File: config.mk
export PLATFORM = sky130hd
export DESIGN_NAME = guess_entry
export DESIGN_NICKNAME = d
export VERILOG_FILES = /design/src/rtl/guess_entry.sv
export SDC_FILE = /design/constraint.sdc
export NUM_CORES = 1
export LEC_CHECK = 0
export ABC_AREA = 1
export BUFFER_PORTS_ARGS = -buffer_cell sky130_fd_sc_hd__buf_4
export CAP_MARGIN = 20
export CORE_UTILIZATION = 39
export CTS_BUF_LIST = sky130_fd_sc_hd__clkbuf_4
export CTS_CLUSTER_DIAMETER = 150
export DETAILED_ROUTE_END_ITERATION = 10
export MAX_ROUTING_LAYER = met4
export PLACE_DENSITY = 0.57
export SLEW_MARGIN = 20
export SYNTH_ARGS = -nofsm -noshare
export SYNTH_HDL_FRONTEND = slang
export SYNTH_SLANG_ARGS = --single-unit
File: constraint.sdc
create_clock -name clk -period 2.3 [get_ports clk]
set_clock_uncertainty 0.15 [all_clocks]
set_input_delay 0.46 -clock clk [delete_from_list [all_inputs] [get_ports clk]]
set_output_delay 0.46 -clock clk [all_outputs]
set_load 0.01 [all_outputs]
File: src/rtl/guess_entry.sv
// Keypad digit-entry front end: synchronises key strobes, edits a three-digit
// buffer and hands each completed guess to the game controller.
module guess_entry #(
  parameter bit ALLOW_DUP = 1'b0
) (
  input  logic       clk,
  input  logic       reset,
  input  logic [3:0] key_code,
  input  logic       key_strobe,
  output logic [3:0] oNum1,
  output logic [3:0] oNum2,
  output logic [3:0] oNum3,
  output logic       oNumRdy,
  output logic [1:0] digit_cnt,
  output logic       err,
  output logic [3:0] commit_cnt
);

  typedef enum logic [2:0] {EMPTY, ONE, TWO, FULL, COMMIT} state_e;

  state_e     state_q, state_d;
  logic       s1_q, s2_q, hist_q;
  logic [3:0] b1_q, b2_q, b3_q, b1_d, b2_d, b3_d;
  logic [3:0] o1_q, o2_q, o3_q, o1_d, o2_d, o3_d;
  logic [3:0] cnt_q, cnt_d;
  logic       err_q, err_d;
  logic       key_evt, is_digit, dup;

  // Synchroniser resets low, so a strobe held through reset still yields one edge.
  always_ff @(posedge clk or posedge reset) begin
    if (reset) begin
      s1_q   <= 1'b0;
      s2_q   <= 1'b0;
      hist_q <= 1'b0;
    end else begin
      s1_q   <= key_strobe;
      s2_q   <= s1_q;
      hist_q <= s2_q;
    end
  end

  assign key_evt  = s2_q & ~hist_q;
  assign is_digit = (key_code <= 4'd9);
  assign dup = !ALLOW_DUP &&
               (((state_q != EMPTY) && (key_code == b1_q)) ||
                (((state_q == TWO) || (state_q == FULL)) && (key_code == b2_q)));

  always_ff @(posedge clk or posedge reset) begin
    if (reset) begin
      state_q <= EMPTY;
      b1_q    <= '0;
      b2_q    <= '0;
      b3_q    <= '0;
      o1_q    <= '0;
      o2_q    <= '0;
      o3_q    <= '0;
      cnt_q   <= '0;
      err_q   <= 1'b0;
    end else begin
      state_q <= state_d;
      b1_q    <= b1_d;
      b2_q    <= b2_d;
      b3_q    <= b3_d;
      o1_q    <= o1_d;
      o2_q    <= o2_d;
      o3_q    <= o3_d;
      cnt_q   <= cnt_d;
      err_q   <= err_d;
    end
  end

  always_comb begin
    state_d = state_q;
    b1_d    = b1_q;
    b2_d    = b2_q;
    b3_d    = b3_q;
    o1_d    = o1_q;
    o2_d    = o2_q;
    o3_d    = o3_q;
    cnt_d   = cnt_q;
    err_d   = 1'b0;
    if (state_q == COMMIT) begin
      state_d = EMPTY;
      b1_d    = '0;
      b2_d    = '0;
      b3_d    = '0;
      if (cnt_q != 4'd15) cnt_d = cnt_q + 4'd1;
      err_d   = key_evt;  // an event landing on COMMIT is dropped
    end else if (key_evt) begin
      if (is_digit) begin
        if (state_q == FULL || dup) err_d = 1'b1;
        else begin
          case (state_q)
            EMPTY:   begin b1_d = key_code; state_d = ONE; end
            ONE:     begin b2_d = key_code; state_d = TWO; end
            default: begin b3_d = key_code; state_d = FULL; end
          endcase
        end
      end else begin
        case (key_code)
          4'hA: begin
            case (state_q)
              ONE:     begin b1_d = '0; state_d = EMPTY; end
              TWO:     begin b2_d = '0; state_d = ONE; end
              FULL:    begin b3_d = '0; state_d = TWO; end
              default: err_d = 1'b1;
            endcase
          end
          4'hB: begin
            if (state_q == FULL) begin
              state_d = COMMIT;
              o1_d    = b1_q;
              o2_d    = b2_q;
              o3_d    = b3_q;
            end else err_d = 1'b1;
          end
          4'hC: begin
            state_d = EMPTY;
            b1_d    = '0;
            b2_d    = '0;
            b3_d    = '0;
          end
          default: ;
        endcase
      end
    end
  end

  always_comb begin
    digit_cnt = 2'd0;
    oNumRdy   = 1'b0;
    case (state_q)
      ONE:     digit_cnt = 2'd1;
      TWO:     digit_cnt = 2'd2;
      FULL:    digit_cnt = 2'd3;
      COMMIT:  oNumRdy   = 1'b1;
      default: ;
    endcase
  end

  assign oNum1      = o1_q;
  assign oNum2      = o2_q;
  assign oNum3      = o3_q;
  assign err        = err_q;
  assign commit_cnt = cnt_q;

endmodule
## After elaboration in Yosys (flattened, before gate mapping)

Cells that the tools add are included.

- $add $sub $neg: 1
- Magnitude comparators: 1
- Eq/ne operators: 19
- Multiplexer cells: 38
- Bitwise gates (word level): 4
- Reduce and logical (&&, ||, !) cells: 18

Operators by type and width:

| cell | number |
|---|---|
| $mux W4 | 18 |
| $reduce_and A5 Y1 | 5 |
| $pmux W4 S2 | 3 |
| $ne A4 B4 Y1 const B | 5 |
| $pmux W3 S3 | 2 |
| $mux W3 | 5 |
| $eq A4 B4 Y1 const B | 3 |
| $eq A4 B4 Y1 | 2 |
| $mux W1 | 7 |
| $eq A3 B2 Y1 const B | 2 |
| $ne A3 B1 Y1 const B | 2 |
| $ne A6 B6 Y1 const B | 1 |
| $pmux W2 S3 | 1 |
| $reduce_bool A5 Y1 | 1 |
| $add A4 B1 Y4 const B | 1 |
| $le A4 B4 Y1 const B | 1 |
| $pmux W2 S2 | 1 |
| $reduce_bool A4 Y1 | 1 |
| $eq A3 B1 Y1 const B | 1 |
| $eq A3 B3 Y1 const B | 1 |
| $logic_not A3 Y1 | 1 |
| $logic_or A1 B1 Y1 | 3 |
| $ne A3 B2 Y1 const B | 1 |
| $ne A3 B3 Y1 const B | 1 |
| other kinds (9) | 12 |

- Bits in registers: 35
- Bits of input ports: 7
- Output and inout bits: 20
- Word-level logic and storage cells: 93

## Depth between registers and ports, before layout

Gate-level depths: netlist (run 1).

- Depth in word-level cells: 9
- Gate-level depth with buffers: 10
- Depth with buffers taken out: 10

## Least setup slack after synthesis (run 1)

Ideal clock, no wire load.

- Kind: flip-flop to flip-flop
- Start point: register state_q[2]
- End point: register o2_q[1] (netlist: oNum2[1])
- Library setup time: 125 ps
- Arrival: 1329 ps
- Data required time: 2025 ps
- Slack: 696 ps
- Cell stages (with the launch flop): 6
- Path buffers: 0
- Clock period less this slack: 1604 ps
- Path through: dfrtp_1 nor2_4 nand2_4 nor3_4 nand3_4 mux2_4

- Word-level cells in the longest chain between the ends: 3
- Elaborated cells between the ends (all ways): 4
- Those cells by class: eq/ne (2); bitwise (1); reduce/logical (1)

Ends and longest elaborated chain:

| what | RTL line | text |
|---|---|---|
| start, declared | 21 | `state_e state_q, state_d;` |
| start signal, assigned | 60 | `state_q <= state_d;` |
| $eq A3 B3 Y1 | 82 | `if (state_q == COMMIT) begin` |
| $not A1 Y1 (no line) | n/a |  |
| $reduce_and A5 Y1 (no line) * | n/a |  |
| end signal, assigned | 55 | `o2_q <= '0;` |
| end signal, assigned | 65 | `o2_q <= o2_d;` |
| end, declared | 24 | `logic [3:0] o1_q, o2_q, o3_q, o1_d, o2_d, o3_d;` |

Mark *: on every way between the ends. The rest lies on a longest branch, timed or not.
A chain may end at the register's enable or synchronous reset.

## Worst setup path in the final report (run 1)

- Start point: register state_q[0]
- End point: output port oNumRdy

- Word-level cells in the longest chain between the ends: 2

Ends and longest elaborated chain:

| what | RTL line | text |
|---|---|---|
| $eq A3 B3 Y1 | 132 | `case (state_q)` |
| $mux W1 | 132 |  |
| end, declared | 13 | `output logic oNumRdy,` |

Every way passes these cells.

==> summary.txt, run 1 <==
status -> finished, violations left
failing checks -> design-rule violations
Area Growth Syn to Fin -> 15.53%
Worst Hold Class -> primary input to async pin
unrepaired setup endpoints after global routing -> no
Yosys top cell area share -> 46.85%
slew margin rel. -> 70.88%
# Max-Cap Violations -> 0
post-synthesis cell type count -> 28
DRT iter0 DRCs -> 109
Tmin final -> 1.948 ns
Non-Filler Instances -> 295
fillcell total -> 440
Synth Warn # -> 0
Total Neg Setup Slack -> 0 ns
Die W -> 71.23 um
clock latency on the worst-skew pair -> 0.34 ns
period utilization -> 84.68%
IO Port Bufs -> 26
synth top area cells -> dfrtp_1, nand2_1, nand4_1
cts repair resizes -> 0
Worst EP arrival -> 1.34 ns
Slew @ Worst Pin -> 0.4368 ns
register bit count reported by yosys -> 35
io pins -> 27
Pre-antenna DRT Iters -> 7
Slew Viols, Final -> 0
syn nets -> 219
initial antenna violation count -> 0
Fmax -> 0.5134 GHz
clock sinks -> 35
Multi-input gate area -> 888.4 um^2
fin nets -> 250
global-route wire length before repair -> 6.513 mm
clk slew on worst S/H paths -> 0.12 ns
depth of the worst register-to-register path -> 5
CP required -> 1.69 ns
post-DR wirelength/cell -> 12.98 um
critical path class -> flop to output pin
vias per std cell -> 4.976
Die H -> 71.23 um
DP HPWL -> 2.816 mm
post-CTS setup buffers -> 0
dpl cells -> 287
crit end category -> output pin
register area -> 875.8 um^2
critical path peak fanout -> 5
cts bufs inserted -> 5
Die ar. -> 5074 um^2
leading cell types in the layout, fill and taps excluded -> nand2_1, dfrtp_1, buf_4
CTS tree -> yes
Synth Cell Area -> 1869 um^2
post-synth top area cell -> dfrtp_1
hold buffer count at cts -> 0
commonest non-fill, non-tap cell in the layout -> nand2_1
maximum root-to-sink buffer count -> 2
Antenna Cells -> 0
syn_area_per_cell -> 8.859 um^2
ANT nets after route -> 0
Syn Inst Count -> 211
largest net degree at the start of global routing -> 36
# DRC -> 4
proportion of layout cells with a drive suffix above 1 -> 29.63%
Root Driver -> clkbuf_4
H-tree Lvls -> 2
Tot GR Track Use -> 17.42%
global placement routability congestion -> 0.8327
Max rail drop VDD -> 0.3356 mV
Power Dens Cells -> 811.7 nW/um^2
Seq/Total Area, Yosys -> 46.85%
vias in the first global route -> 1,382
global route overflow -> 0
setup-violating endpoint count in the final report -> 0
Site Rows -> 24
critical path launch point type -> flop
core area -> 4474 um^2
final hold vios -> 0
total detailed-routing wirelength -> 3.829 mm
Leakage Power -> 1.175 nW
routed via count -> 1,468
Initial Util -> 41.78%
[report_power, final]
part / total (W) / switching (W) / internal [W]
Sequential: 0.000855 / 0.000117 / 0.000738
Clock: 0.000325 / 0.000213 / 0.000112
Combinational: 0.000573 / 0.000363 / 0.000210
[critical path, cell delays in order, from the launching register on]
cell	delay, ns
dfrtp_1	0.47
inv_2	0.10
nand3_2	0.15
inv_2	0.15
buf_4	0.13
[path summary, 6_finish.rpt]
check                           start       end  slack [ns]
setup / recovery           state_q[0]   oNumRdy        0.35
hold / removal                  reset   b1_q[0]        0.05
setup reg to reg           state_q[2]  oNum2[1]        0.42
hold reg to reg                  s1_q      s2_q        0.21
max in group asynchronous       reset   b2_q[0]        1.63
min in group clk           key_strobe      s1_q        0.08
[registers in the layout, summed over array words and instances (netlist names)]
register,cells
err,1
oNum3,4
s1_q,1
oNum1,4
state_q,3
s2_q,1
b3_q,4
b2_q,4
oNum2,4
commit_cnt,4
b1_q,4
hist_q,1
[logic make-up after synthesis]
group           count (synthesis)  synth area share [%]
buf+inv                        23                 5.622
mux                             8                 5.622
fa+ha+maj                       1                0.6692
simple gates                  126                 33.13
compound gates                 13                 5.756
flops                          35                 46.85
xor+xnor                        5                 2.343
[layer usage]
| metal | global-route usage, % | share of wire [%] | wire length (um) | up-vias |
|---|---|---|---|---|
| met2 | 25.08 | 43 | 1643 | 29 |
| met1 | 23.97 | 52 | 1982 | 674 |
| met5 | - | 0 | 0 | - |
| met4 | 6.000 | 1.5 | 58 | 0 |
| met3 | 4.360 | 3.8 | 145 | 5 |
| li1 | - | - | - | 760 |
[metrics by stage]
stage                     power [W]  hold WS [ns]  worst slack (ns)  util (%)  area (um^2)
final                      0.001753       0.05465            0.3523     48.27         2160
after global routing       0.001894       0.04487            0.2447     48.27         2160
after CTS                  0.001781       0.05640            0.3114     48.27         2160
after detailed placement   0.001451        0.1870            0.3808     47.09         2107
after global placement     0.001451        0.1814            0.3747     47.09         2107
after floorplan            0.001275        0.1812            0.6963         -         1869
[cell usage after synthesis (all sizes together)]
master	n
nor3	2
o31ai	2
mux2	8
buf	3
dfrtp	35
xor2	1
nand4	14
nor2	19
xnor2	4
a31oi	1
nand3	14
nand2	77
a21oi	2
a21boi	1
inv	20
o21ai	7
ha	1
[final cells by class]
class	instances	area share [%]
Multi-Input combinational cell	153	41.14
Sequential cell	35	40.56
Timing Repair Buffer	27	9.386
Inverter	20	3.476
Tap cell	52	3.013
Clock buffer	5	1.738
Clock inverter	3	0.6952
(Power assumes the default switching activity.)
==> run 2: changes to the inputs <==
--- a/config.mk
+++ b/config.mk
@@ -13,7 +13,7 @@
 export CTS_CLUSTER_DIAMETER = 150
 export DETAILED_ROUTE_END_ITERATION = 10
 export MAX_ROUTING_LAYER = met4
-export PLACE_DENSITY = 0.57
+export PLACE_DENSITY = 0.59
 export SLEW_MARGIN = 20
 export SYNTH_ARGS = -nofsm -noshare
 export SYNTH_HDL_FRONTEND = slang
==> constraint.sdc (replaced) <==
create_clock -name clk -period 1.65 [get_ports clk]
set_clock_uncertainty 0.15 [all_clocks]
set_input_delay 0.33 -clock clk [delete_from_list [all_inputs] [get_ports clk]]
set_output_delay 0.33 -clock clk [all_outputs]
set_load 0.01 [all_outputs]
==> summary.txt, run 2 (synthesis results as in run 1) <==
status -> finished, violations left
failing checks -> design-rule violations, negative setup slack
critical path class -> flop to output pin
core area -> 4474 um^2
CTS tree -> yes
io pins -> 27
CP required -> 1.17 ns
ANT nets after route -> 0
Antenna Cells -> 0
met1 usage -> 26.14%
maximum root-to-sink buffer count -> 2
Site Rows -> 24
unrepaired setup endpoints after global routing -> yes
Die W -> 71.23 um
R2R setup slack -> -0.12 ns
Tmin final -> 1.807 ns
global-route wire length before repair -> 7.741 mm
Pre-antenna DRT Iters -> 7
# Max-Cap Violations -> 0
Power Dens Cells -> 1101 nW/um^2
max incr delay on CP -> 0.48 ns
Slew @ Worst Pin -> 0.4290 ns
global route overflow -> 0
clk slew on worst S/H paths -> 0.12 ns
largest net degree at the start of global routing -> 36
Crit-path slowest cell -> dfrtp_2
Reg2Reg Launch Point -> state_q[2]
Finished Cell Area -> 2816 um^2
routed via count -> 1,717
DRT iter0 DRCs -> 127
critical path peak fanout -> 4
Worst EP arrival -> 1.33 ns
Die ar. -> 5074 um^2
clock sinks -> 35
period utilization -> 109.5%
met3 Use GR -> 4.079%
grt met2 use -> 32.70%
Critical Path Most Common Cell -> nand2_4
Area Growth Syn to Fin -> 50.67%
crit path buf inv count -> 2
final hold vios -> 0
Slew Viols, Final -> 0
Tot GR Track Use -> 20.69%
vias in the first global route -> 1,643
post-DR wirelength/cell -> 13.47 um
initial antenna violation count -> 0
Fmax -> 0.5535 GHz
crit end category -> output pin
vias per std cell -> 4.962
fin nets -> 301
final setup margin -> -0.1567 ns
Leakage Power -> 1.470 nW
DP HPWL -> 3.023 mm
min-delay src -> s1_q
critical path's top delay family -> flip-flops
critical path launch point type -> flop
IO Port Bufs -> 26
Worst Hold Class -> flop to flop
setup-violating endpoint count in the final report -> 31
leading cell types in the layout, fill and taps excluded -> buf_4, nand2_1, dfrtp_1
CP cell instances -> nor2_4 -> nand2_4 -> buf_12 -> nand2_4 -> buf_6
# DRC -> 5
global placement routability congestion -> 0.8974
Initial Util -> 41.78%
Area after DPL -> 2337 um^2
total design power -> 0.003100 W
total detailed-routing wirelength -> 4.659 mm
slew margin rel. -> 71.40%
proportion of layout cells with a drive suffix above 1 -> 49.32%
Root Driver -> clkbuf_4
Die H -> 71.23 um
clock latency on the worst-skew pair -> 0.34 ns
H-tree Lvls -> 2
fin util -> 62.95%
commonest non-fill, non-tap cell in the layout -> buf_4
cts bufs inserted -> 5
Setup crit start -> state_q[2]
Max rail drop VDD -> 0.6187 mV
gr busiest metal -> met2
## run 2: what timing repair did
item,4_1_cts,5_1_grt
buffers inserted,15,3
endpoints found under the setup margin,31,34
gates resized for setup,38,16
hold buffers,2,0
gates cloned,2,0
hold endpoints to repair,36,0
pin swaps,8,3
## run 2: through the flow
stage | cells | hold WS (ns) | worst slack (ns) | setup TNS, ns
2_1_floorplan | 211 | 0.1812 | 0.04630 | 0
6_report | 346 | 0.1937 | -0.1567 | -2.174
4_1_cts | 343 | 0.2119 | -0.1500 | -1.395
3_5_place_dp | 316 | 0.1918 | -0.1567 | -2.502
3_3_place_gp | 316 | 0.1824 | -0.1685 | -2.451
5_1_grt | 346 | 0.2190 | -0.2084 | -4.395
## run 2: final timing paths
check | to | cells past startpoint
max in group asynchronous | state_q[0] | 4
min in group asynchronous | commit_cnt[2] | 4
min | s2_q | 0
max | digit_cnt[0] | 5
max reg2reg | b1_q[3] | 8
min reg2reg | s2_q | 0
## run 2: final cells by class
cell class	count	area, um^2
flip-flops and latches	35	878.3
well taps	52	65.06
repair buffers	77	649.4
fillers	372	1658
multi-input cells	154	1091
clock buffers	7	52.55
inverters	20	75.07
clock inverters	1	5.005
## run 2: layer usage
| layer | routed length, um | part of all wire (%) |
|---|---|---|
| met5 | 0 | 0 |
| met4 | 78 | 1.7 |
| met3 | 223 | 4.8 |
| met2 | 2230 | 48 |
| met1 | 2125 | 46 |
## run 2: report_power, final
part	internal, W	leakage (nW)	switching [W]	total (W)
Clock	0.000199	0.0361	0.000290	0.000489
Sequential	0.00103	0.465	0.000149	0.00118
Combinational	0.000698	0.969	0.000733	0.00143
Total	0.00193	1.47	0.00117	0.00310
==> run 3: changes to the inputs <==
--- a/config.mk
+++ b/config.mk
@@ -6,12 +6,14 @@
 export NUM_CORES = 1
 export LEC_CHECK = 0
 export ABC_AREA = 1
+export ABC_CLOCK_PERIOD_IN_PS = 1650
 export BUFFER_PORTS_ARGS = -buffer_cell sky130_fd_sc_hd__buf_4
 export CAP_MARGIN = 20
 export CORE_UTILIZATION = 39
 export CTS_BUF_LIST = sky130_fd_sc_hd__clkbuf_4
 export CTS_CLUSTER_DIAMETER = 150
 export DETAILED_ROUTE_END_ITERATION = 10
+export GPL_TIMING_DRIVEN = 0
 export MAX_ROUTING_LAYER = met4
 export PLACE_DENSITY = 0.59
 export SLEW_MARGIN = 20
==> summary.txt, run 3 (synthesis results as in run 1) <==
global placement routability congestion -> 0.8526
total design power -> 0.002890 W
Total Neg Setup Slack -> -1.084 ns
H-tree Lvls -> 2
cts bufs inserted -> 5
total detailed-routing wirelength -> 4.359 mm
critical path class -> flop to output pin
post-DR wirelength/cell -> 13.97 um
clock latency on the worst-skew pair -> 0.34 ns
Root Driver -> clkbuf_4
Initial Util -> 41.78%
Power Dens Cells -> 1173 nW/um^2
Die W -> 71.23 um
DRT iter0 DRCs -> 108
clk slew on worst S/H paths -> 0.10 ns
maximum root-to-sink buffer count -> 2
Site Rows -> 24
fin util -> 55.06%
core area -> 4474 um^2
largest net degree at the start of global routing -> 36
# Max-Cap Violations -> 0
IO Port Bufs -> 26
Fmax -> 0.5796 GHz
global route overflow -> 0
leading cell types in the layout, fill and taps excluded -> nand2_1, dfrtp_1, buf_4
crit end category -> output pin
# DRC -> 5
Slew @ Worst Pin -> 0.7203 ns
setup-violating endpoint count in the final report -> 30
final hold vios -> 0
Tot GR Track Use -> 19.60%
Max rail drop VDD -> 0.5124 mV
initial antenna violation count -> 0
fin nets -> 268
routed via count -> 1,645
Slew Viols, Final -> 0
critical path launch point type -> flop
Leakage Power -> 1.290 nW
Die ar. -> 5074 um^2
Antenna Cells -> 0
status -> finished, violations left
vias in the first global route -> 1,540
Worst Hold Class -> flop to flop
fillcell total -> 434
Worst EP arrival -> 1.25 ns
Die H -> 71.23 um
unrepaired setup endpoints after global routing -> yes
commonest non-fill, non-tap cell in the layout -> nand2_1
CP required -> 1.17 ns
critical path peak fanout -> 4
global-route wire length before repair -> 7.293 mm
period utilization -> 104.6%
DP HPWL -> 2.880 mm
io pins -> 27
vias per std cell -> 5.272
Pre-antenna DRT Iters -> 7
Area Growth Syn to Fin -> 31.79%
clock sinks -> 35
final setup margin -> -0.07519 ns
Place WS -> -0.1303 ns
failing checks -> design-rule violations, negative setup slack
CTS tree -> yes
slew margin rel. -> 51.91%
Tmin final -> 1.725 ns
proportion of layout cells with a drive suffix above 1 -> 40.38%
ANT nets after route -> 0
## run 3: cell count changes in the layout (fill, tap and decap cells not counted), sizes merged
cell    previous run  this run
buf               75        41
bufinv             0         1
clkbuf             7         6
clkinv             1         0
nand2             77        78
## run 3: what timing repair did
item | in CTS | in global routing
setup endpoints to repair | 29 | 33
setup buffers | 6 | 5
resized for setup | 21 | 13
gates cloned | 1 | 2
pin swaps | 4 | 8
hold buffers | 2 | 0
hold endpoints to repair | 31 | 0
## run 3: where the power goes
group / internal, W / switching [W] / leakage [nW]
Combinational: 0.000459 / 0.000635 / 0.783
Sequential: 0.00103 / 0.000149 / 0.465
Clock: 0.000329 / 0.000286 / 0.0417
## run 3: layout make-up
| type | count | area, um^2 | share of cell area [%] |
|---|---|---|---|
| multi-input combinational | 155 | 1007 | 40.88 |
| tap | 52 | 65.06 | 2.641 |
| clock inverter | 1 | 30.03 | 1.219 |
| clock buffer | 6 | 45.04 | 1.828 |
| inverter | 20 | 80.08 | 3.250 |
| timing repair buffer | 40 | 324.1 | 13.15 |
| buffer | 3 | 33.78 | 1.371 |
| sequential | 35 | 878.3 | 35.65 |
## run 3: through the flow
step | hold slack (ns) | std cells | instance area, um^2
floorplan | 0.1812 | 211 | 1869
global placement | 0.1840 | 289 | 2130
detailed placement | 0.1856 | 289 | 2130
CTS | 0.2113 | 305 | 2361
global route | 0.2160 | 312 | 2464
finish | 0.2063 | 312 | 2464
## run 3: final timing paths
check | start | end | slack [ns] | depth (start not counted)
worst max-delay path | state_q[2] | digit_cnt[0] | -0.08 | 4
worst min-delay path | s1_q | s2_q | 0.21 | 0
worst max register to register | state_q[2] | oNum1[2] | -0.07 | 6
worst min register to register | s1_q | s2_q | 0.21 | 0
max in group asynchronous | reset | state_q[0] | 0.34 | 3
min in group asynchronous | reset | oNum3[0] | 0.50 | 3
## run 3: layer usage
metal | routed length [um] | GRT usage [%]
met1 | 2063 | 26.20
met2 | 1932 | 29.10
met3 | 262 | 4.219
met4 | 100 | 7.778
met5 | 0 | -
## run 3: worst max-delay path, cell delays in order, from the launching register on
cell and delay, ns:
dfrtp_2 0.48, nor2_4 0.17, nand2_4 0.09, nand2_2 0.07, buf_6 0.10
